### config.mk
export PLATFORM = sky130hd
export DESIGN_NAME = keypad_matrix_scan
export DESIGN_NICKNAME = d
export VERILOG_FILES = /design/src/rtl/keypad_matrix_scan.sv
export SDC_FILE = /design/constraint.sdc
export NUM_CORES = 1
export LEC_CHECK = 0
export BUFFER_PORTS_ARGS = -buffer_cell sky130_fd_sc_hd__buf_4
export CAP_MARGIN = 20
export CORE_MARGIN = 1.5
export CORE_UTILIZATION = 44
export CTS_CLUSTER_SIZE = 12
export DETAILED_ROUTE_END_ITERATION = 8
export RECOVER_POWER = 100
export SLEW_MARGIN = 20
export SYNTH_ARGS = -nofsm -noshare
export SYNTH_HDL_FRONTEND = slang
export SYNTH_SLANG_ARGS = --single-unit
### constraint.sdc
create_clock -name clk -period 4.1 [get_ports clk]
set_input_delay 0 -clock clk [delete_from_list [all_inputs] [get_ports clk]]
set_output_delay 0 -clock clk [all_outputs]
set_load 0.02 [all_outputs]
### src/rtl/keypad_matrix_scan.sv
// rtl/keypad_matrix_scan.sv - row-strobed matrix keypad scanner with frame debounce
module keypad_matrix_scan #(
  parameter int ROWS     = 4,
  parameter int COLS     = 4,
  parameter int SCAN_DIV = 100000,
  parameter int DEBOUNCE = 4,
  localparam int KW      = $clog2(ROWS * COLS)
) (
  input  logic            clk,
  input  logic            rst_n,
  output logic [ROWS-1:0] rows_n,
  input  logic [COLS-1:0] cols_n,
  output logic            key_valid,
  output logic [KW-1:0]   key_code,
  output logic            key_down
);

  localparam int KEYS = ROWS * COLS;
  localparam int DW   = $clog2(SCAN_DIV);
  localparam int RW   = $clog2(ROWS);
  localparam int SW   = $clog2(DEBOUNCE + 1);

  typedef enum logic {
    IDLE,
    PRESSED
  } state_t;

  logic [COLS-1:0] cols_meta;
  logic [COLS-1:0] cols_sync;
  logic [DW-1:0]   div;
  logic [RW-1:0]   row;
  logic [RW-1:0]   row_next;
  logic [ROWS-1:0] rows_n_next;
  logic [KEYS-1:0] frame;
  logic [KEYS-1:0] full_frame;
  logic [KEYS-1:0] prev_frame;
  logic [KEYS-1:0] debounced;
  logic [KEYS-1:0] dbn_next;
  logic [SW-1:0]   stable;
  logic            tc;
  logic            frame_done;
  logic            frame_same;
  logic            dbn_upd;
  logic [KW-1:0]   lowest;
  state_t          state;
  state_t          state_next;
  logic            valid_next;
  logic [KW-1:0]   code_next;
  logic            down_next;

  // Two-flop synchroniser for the asynchronous column lines (idle = pulled up)
  always_ff @(posedge clk or negedge rst_n) begin
    if (!rst_n) begin
      cols_meta <= '1;
      cols_sync <= '1;
    end else begin
      cols_meta <= cols_n;
      cols_sync <= cols_meta;
    end
  end

  // Scan timing, frame assembly (current row spliced in live) and next strobe pattern
  always_comb begin
    tc         = (div == DW'(SCAN_DIV - 1));
    frame_done = tc && (row == RW'(ROWS - 1));
    row_next   = (row == RW'(ROWS - 1)) ? '0 : row + RW'(1);
    full_frame = frame;
    for (int i = 0; i < ROWS; i++) begin
      if (row == RW'(i)) full_frame[i*COLS +: COLS] = ~cols_sync;
      rows_n_next[i] = (row_next != RW'(i));
    end
    frame_same = (full_frame == prev_frame);
    dbn_upd    = frame_done && frame_same && (stable == SW'(DEBOUNCE - 1));
    dbn_next   = dbn_upd ? full_frame : debounced;
  end

  // Row divider, row index, strobe outputs and per-row column capture
  always_ff @(posedge clk or negedge rst_n) begin
    if (!rst_n) begin
      div    <= '0;
      row    <= '0;
      rows_n <= {{(ROWS-1){1'b1}}, 1'b0};
      frame  <= '0;
    end else if (tc) begin
      div    <= '0;
      row    <= row_next;
      rows_n <= rows_n_next;
      frame  <= full_frame;
    end else begin
      div <= div + DW'(1);
    end
  end

  // Frame-level debounce: count consecutive identical frames, commit on reaching DEBOUNCE
  always_ff @(posedge clk or negedge rst_n) begin
    if (!rst_n) begin
      prev_frame <= '0;
      stable     <= '0;
      debounced  <= '0;
    end else begin
      if (frame_done) begin
        if (frame_same) begin
          if (stable != SW'(DEBOUNCE)) stable <= stable + SW'(1);
        end else begin
          stable     <= '0;
          prev_frame <= full_frame;
        end
      end
      debounced <= dbn_next;
    end
  end

  // Lowest pressed key index wins when several keys are closed
  always_comb begin
    lowest = '0;
    for (int i = KEYS - 1; i >= 0; i--) begin
      if (dbn_next[i]) lowest = KW'(i);
    end
  end

  // Press/release state machine; acts only on a debounce commit, locks out rollover
  always_comb begin
    state_next = state;
    valid_next = 1'b0;
    code_next  = key_code;
    down_next  = key_down;
    if (dbn_upd) begin
      case (state)
        IDLE: begin
          if (dbn_next != '0) begin
            valid_next = 1'b1;
            code_next  = lowest;
            down_next  = 1'b1;
            state_next = PRESSED;
          end
        end
        PRESSED: begin
          if (dbn_next == '0) begin
            down_next  = 1'b0;
            state_next = IDLE;
          end
        end
        default: state_next = IDLE;
      endcase
    end
  end

  // State and output registers
  always_ff @(posedge clk or negedge rst_n) begin
    if (!rst_n) begin
      state     <= IDLE;
      key_valid <= 1'b0;
      key_code  <= '0;
      key_down  <= 1'b0;
    end else begin
      state     <= state_next;
      key_valid <= valid_next;
      key_code  <= code_next;
      key_down  <= down_next;
    end
  end

endmodule

* Word level (Yosys, flattened, before mapping)
Index checks and enable logic that the tools add are counted.
Word-level totals: memories 0, memory bits (writable) 0, memory bits (read-only) 0, logic and storage cells 76, output and inout port bits 10, bits of input ports 6, bits in registers 89, latch bits 0
Operators by class: $mul 0, reduce and logical (&&, ||, !) cells 11, shift-type cells 0, order comparisons 0, mux-type cells 33, equal/unequal tests 13, div/mod/pow operators 0, bitwise logic cells 3, $add $sub $neg 3
Operators by type and width (count):
- 4-bit two-way mux | 20
- 17-bit by 1-bit adder with 17-bit output (second input constant) | 1
- 17-bit == test (second input constant) | 1
- 17-bit two-way mux | 1
- 16-bit == test | 1
- 16-bit logical NOT | 1
- 16-bit two-way mux | 1
- 16-bit nonzero test | 1
- 1-bit two-way mux | 6
- 3-bit two-way mux | 2
- 2-bit by 1-bit inequality test with 1-bit output (second input constant) | 3
- 2-bit inequality test (second input constant) | 3
- 3-bit AND reduction | 2
- 2-bit == test (second input constant) | 2
- 4-bit inverter | 1
- 1-bit case mux with 2 select lines | 2
- 2-bit AND reduction | 2
- 3-bit by 1-bit adder with 3-bit output (second input constant) | 1
- 3-bit by 2-bit == test with 1-bit output (second input constant) | 1
- 1-bit logical AND | 3
- 3-bit inequality test (second input constant) | 1
- 2-bit by 1-bit adder with 2-bit output (second input constant) | 1
- 2-bit by 1-bit == test with 1-bit output (second input constant) | 1
- 2-bit logical NOT | 1
- 3 further kinds | 4

* Longest topological paths before layout
depth in word-level cells 22, depth in mapped cells 15, gate-level depth less buffers 12

* Worst setup path before layout
OpenSTA, ideal clock, no wires.
path type register to register, start point register row[1], end point register key_down, cell stages (with the launch flop) 16, data arrival time 3.648 ns, data required time 3.970 ns, setup slack 0.322 ns, path through dfrtp_1 -> inv_1 -> ha_1 -> buf_6 -> nand2b_4 -> and3_1 -> or4_1 -> or4_4 -> or4_4 -> buf_6 -> buf_6 -> mux2i_1 -> nand2_1 -> ha_1 -> o21ai_0 -> o31ai_1
Between the ends: cells in the longest elaborated chain, start to end 9, elaborated cells on any way between the ends 18, classes of those cells eq/ne (6); mux (5); reduce/logical (7)
RTL lines:
- start: declaration | line 31 | logic [RW-1:0] row;
- start signal: assignment | line 86 | row <= row_next;
- 2-bit by 1-bit == test with 1-bit output (tied with other cells) | line 69 | if (row == RW'(i)) full_frame[i*COLS +: COLS] = ~cols_sync;
- 4-bit two-way mux | line 69
- 16-bit == test | line 72 | frame_same = (full_frame == prev_frame);
- 1-bit logical AND (2 in series) | line 73 | dbn_upd = frame_done && frame_same && (stable == SW'(DEBOUNCE - 1));
- 16-bit two-way mux | line 74 | dbn_next = dbn_upd ? full_frame : debounced;
- 16-bit nonzero test / 16-bit logical NOT (equally long branches) | line 130, 138
- 2-bit inequality test (no source line) / 2-bit by 1-bit inequality test with 1-bit output (equally long branches)
- 3-bit AND reduction (no source line) (*)
- end signal: assignment | line 159 | key_down <= down_next;
- end: declaration | line 15 | output logic key_down
Mark *: on every way between the ends. The rest lies on a longest branch, timed or not. A chain may end at the register's enable or synchronous reset.

* Worst setup path after layout
Same ends and word-level chain as after synthesis.

==> flow_summary.yaml <==
run_status:
  run_status: "finished with violations"
  violations: "capacitance limit, slew limit"
drt:
  drt-wirelength-per-cell_um: 15.1
  route.vias.total: 3264
  initialDrtViolationCount: 176
  route.detailed.drc: 0
  routed_via_density: 5.29
  antenna_violating_nets_post_route: 0
  detail_route.wirelength_um: 9290
  drt_first_pass_iters: 4
timing:
  timing.clock.skew_ps: 13.5
  grt_setup_unrepaired: "no"
  max_freq_mhz: 262
  finalHoldViolations: 0
  finalSetupViolCount: 0
  drv_slew: 38
  worst_rel_slew_slack_pct: -30.3
  min_period_ps: 3810
  totalNegativeSetupSlack_ps: 0
  worst-slew-pin-transition_ps: 1950
  period_share_pct: 93.0
yosys:
  ys_seq_area_share_pct: 50.4
  post_synth_num_cell_types: 46
  yosys-top-cells-count: "78 x sky130_fd_sc_hd__dfrtp_1, 59 x sky130_fd_sc_hd__nand2_1, 48 x sky130_fd_sc_hd__nor2_1"
  synthesis.instances: 456
  synth.top_cells.by_area: "sky130_fd_sc_hd__dfrtp_1 44%, sky130_fd_sc_hd__dfstp_2 6.5%, sky130_fd_sc_hd__nand2_1 5.0%"
  area_of_the_mapped_netlist_sq_um: 4450
  ys_ff_latch: 89
  synth_top_area_share_pct: 43.9
  synth_edf_count: 0
  syn_nets: 476
  synth_area_per_cell_sq_um: 9.75
  count_leader_synth: "sky130_fd_sc_hd__dfrtp_1"
  ys.warnings.count: 0
  synth-async-reset-ratio_pct: 100
  synth_ff_type: "sky130_fd_sc_hd__dfrtp_1"
  synth_area_leader_cell: "sky130_fd_sc_hd__dfrtp_1"
grt:
  grt_start_max_net_pins: 54
  grt_pass1_wl_um: 16000
  antenna_found_initial: 0
  grt_usage_pct: 18.8
  global_route.overflow_total: 0
  grt_pass1_vias: 3187
pwr:
  sequentialPowerShare_pct: 56.0
  cellInternalPower_mw: 1.26
  power_frac_comb_pct: 2.4
  total_power_mw: 1.59
  static-leakage-power_nw: 2.27
  power.switching_mw: 0.333
  pwr_density_cell_nw_per_um2: 323
  power.clock.fraction_pct: 41.6
  max-vdd-ir-drop_uv: 202
  netSwitchingFraction_pct: 20.9
floorplanning:
  die_w_um: 104
  fp.dieArea_sq_um: 10700
  floorplan.rows: 36
  initial_standard_cell_utilization_of_the_core_pct: 45.5
  number_of_top_level_pins: 16
  fp.coreArea_sq_um: 9770
  dieHeight_um: 104
worst_setup_path:
  regToRegSetupSlack_ps: 290
  worst_setup_path_category: "flip-flop to flip-flop"
  crit_slowest_cell: "sky130_fd_sc_hd__or4_4"
  crit_path_max_incr_delay_ps: 610
  timing.critical_path.fanout_max: 7
  cp.required_ps: 4330
  crit_chain: "inv_1 -> ha_1 -> nand2b_1 -> and3_1 -> or4_1 -> or4_1 -> or4_4 -> mux2i_2 -> nand2_1 -> ha_1 -> o21ai_0 -> o31ai_1"
  arrival_ps: 4050
  endpoint_kind_of_the_worst_setup_timing_path: "flip-flop"
  worst_r2r_path_depth: 12
  cp-start-kind: "flip-flop"
place:
  buffer_ports.inserted: 15
  globalplace.congestion: 0.781
  detailedPlacementHpwl_um: 6610
cells_and_area:
  postLayoutCoreUtil_pct: 50.3
  nets: 499
  drive_gt1_share_pct: 11.2
  fillers: 938
  synthToLayoutAreaGrowth_pct: 10.6
  num_antenna_cells: 0
clock_tree:
  cts_htree_levels: 3
  post-cts-setup-buffers: 0
  tritoncts_sink_count: 89
  worst_path_clk_slew_ps: 90
  ctsRootBufferMaster: "sky130_fd_sc_hd__clkbuf_8"
  number_of_buffers_inserted_during_clock_tree_synthesis: 9
  cts_tree: "done"
  worst_skew_pair.late_latency_ps: 360
  cts.path.max_buffers: 2
flow_run:
  cap_viol_max_count: 1
min_path:
  hold_wc_path_type: "primary input to flip-flop"
  hold_depth: 2
==> logic make-up (layout without fill, tap and decap cells) <==
group / Yosys count / in the layout / synth area share (%)
DFF: 89 / 89 / 50.4
xor gates and xnor gates: 21 / 21 / 4.13
AOI/OAI and AO/OA: 77 / 77 / 9.54
buffers and inverters: 28 / 56 / 2.93
muxes: 23 / 23 / 5.79
and+or+nand+nor: 204 / 204 / 23.3
adders and majority gates: 14 / 14 / 3.94
==> routing by layer <==
layer	global-route usage, %	vias up	wire (um)
li1	-	1625	-
met1	25.8	1588	4580
met2	30.3	40	4420
met3	2.52	11	198
met4	7.44	0	95
met5	0	-	0
==> final timing paths <==
kind | startpoint | to
max | row[1]$_DFFE_PN0N_ | key_down$_DFFE_PN0P_
min | cols_n[0] | cols_meta[0]$_DFF_PN1_
max reg2reg | row[1]$_DFFE_PN0N_ | key_down$_DFFE_PN0P_
min reg2reg | cols_meta[2]$_DFF_PN1_ | cols_sync[2]$_DFF_PN1_
max in group asynchronous | rst_n | frame[10]$_DFFE_PN0N_
min in group asynchronous | rst_n | prev_frame[2]$_DFFE_PN0P_
==> per-stage QoR <==
step	std cells	hold slack (ps)	worst slack, ps	cell area (sq um)
2_1_floorplan	456	-296	322	4450
3_3_place_gp	596	-5.93	413	4720
3_5_place_dp	596	-5.04	326	4720
4_1_cts	617	142	307	4980
5_1_grt	617	303	16.9	4920
6_report	617	300	285	4920
==> layout make-up <==
| type | instances | area (sq um) | share of cell area, % |
|---|---|---|---|
| Tap cell | 133 | 166 | 3.38 |
| Sequential cell | 89 | 2240 | 45.5 |
| Multi-Input combinational cell | 339 | 2070 | 42.0 |
| Clock inverter | 3 | 65.1 | 1.32 |
| Inverter | 10 | 37.5 | 0.763 |
| Clock buffer | 13 | 149 | 3.03 |
| Timing Repair Buffer | 30 | 194 | 3.94 |
==> state kept, by name, indices dropped and copies added, names as in the netlist <==
| register | count |
|---|---|
| cols_meta | 4 |
| frame | 16 |
| rows_n | 4 |
| key_code | 4 |
| debounced | 16 |
| state | 1 |
| div | 17 |
| row | 2 |
| key_valid | 1 |
| key_down | 1 |
| prev_frame | 16 |
| cols_sync | 4 |
| stable | 3 |
==> worst max-delay path: cells and delay by family (launching register included) <==
kind / cells / cell delay, ps
AO/OA/AOI/OAI: 2 / 250
adder cells (fa/ha/maj): 2 / 570
buffers and inverters: 1 / 150
flip-flops: 1 / 440
multiplexers: 1 / 240
AND/OR/NAND/NOR: 6 / 2040
==> layout by cell type, fill, tap and decap left out, drive strengths merged, types with 6 or more instances in the layout <==
cell type,count
buf,9
xnor2,11
a31oi,6
dfrtp,78
ha,14
nor3,12
a21oi,28
nand4,8
nand2b,22
mux2,19
and2,10
dfstp,11
inv,10
nor2,48
o21ai,32
clkbuf,29
xor2,10
nand2,59
nand3,15
==> power by group through the flow <==
stage / Clock (mW) / Combinational (mW) / Sequential [mW]
final: 0.662 / 0.0379 / 0.890
after global routing: 0.712 / 0.0446 / 0.891
after CTS: 0.687 / 0.0410 / 0.890
after detailed placement: 0 / 0.0374 / 0.907
after global placement: 0 / 0.0371 / 0.907
after floorplan: 0 / 0.0135 / 0.903
==> repair_timing <==
item,in CTS,in global routing
endpoints found under the setup margin,0,0
hold buffers,5,0
hold endpoints to repair,40,0
gates resized for setup,0,0
(Power assumes the default switching activity.)
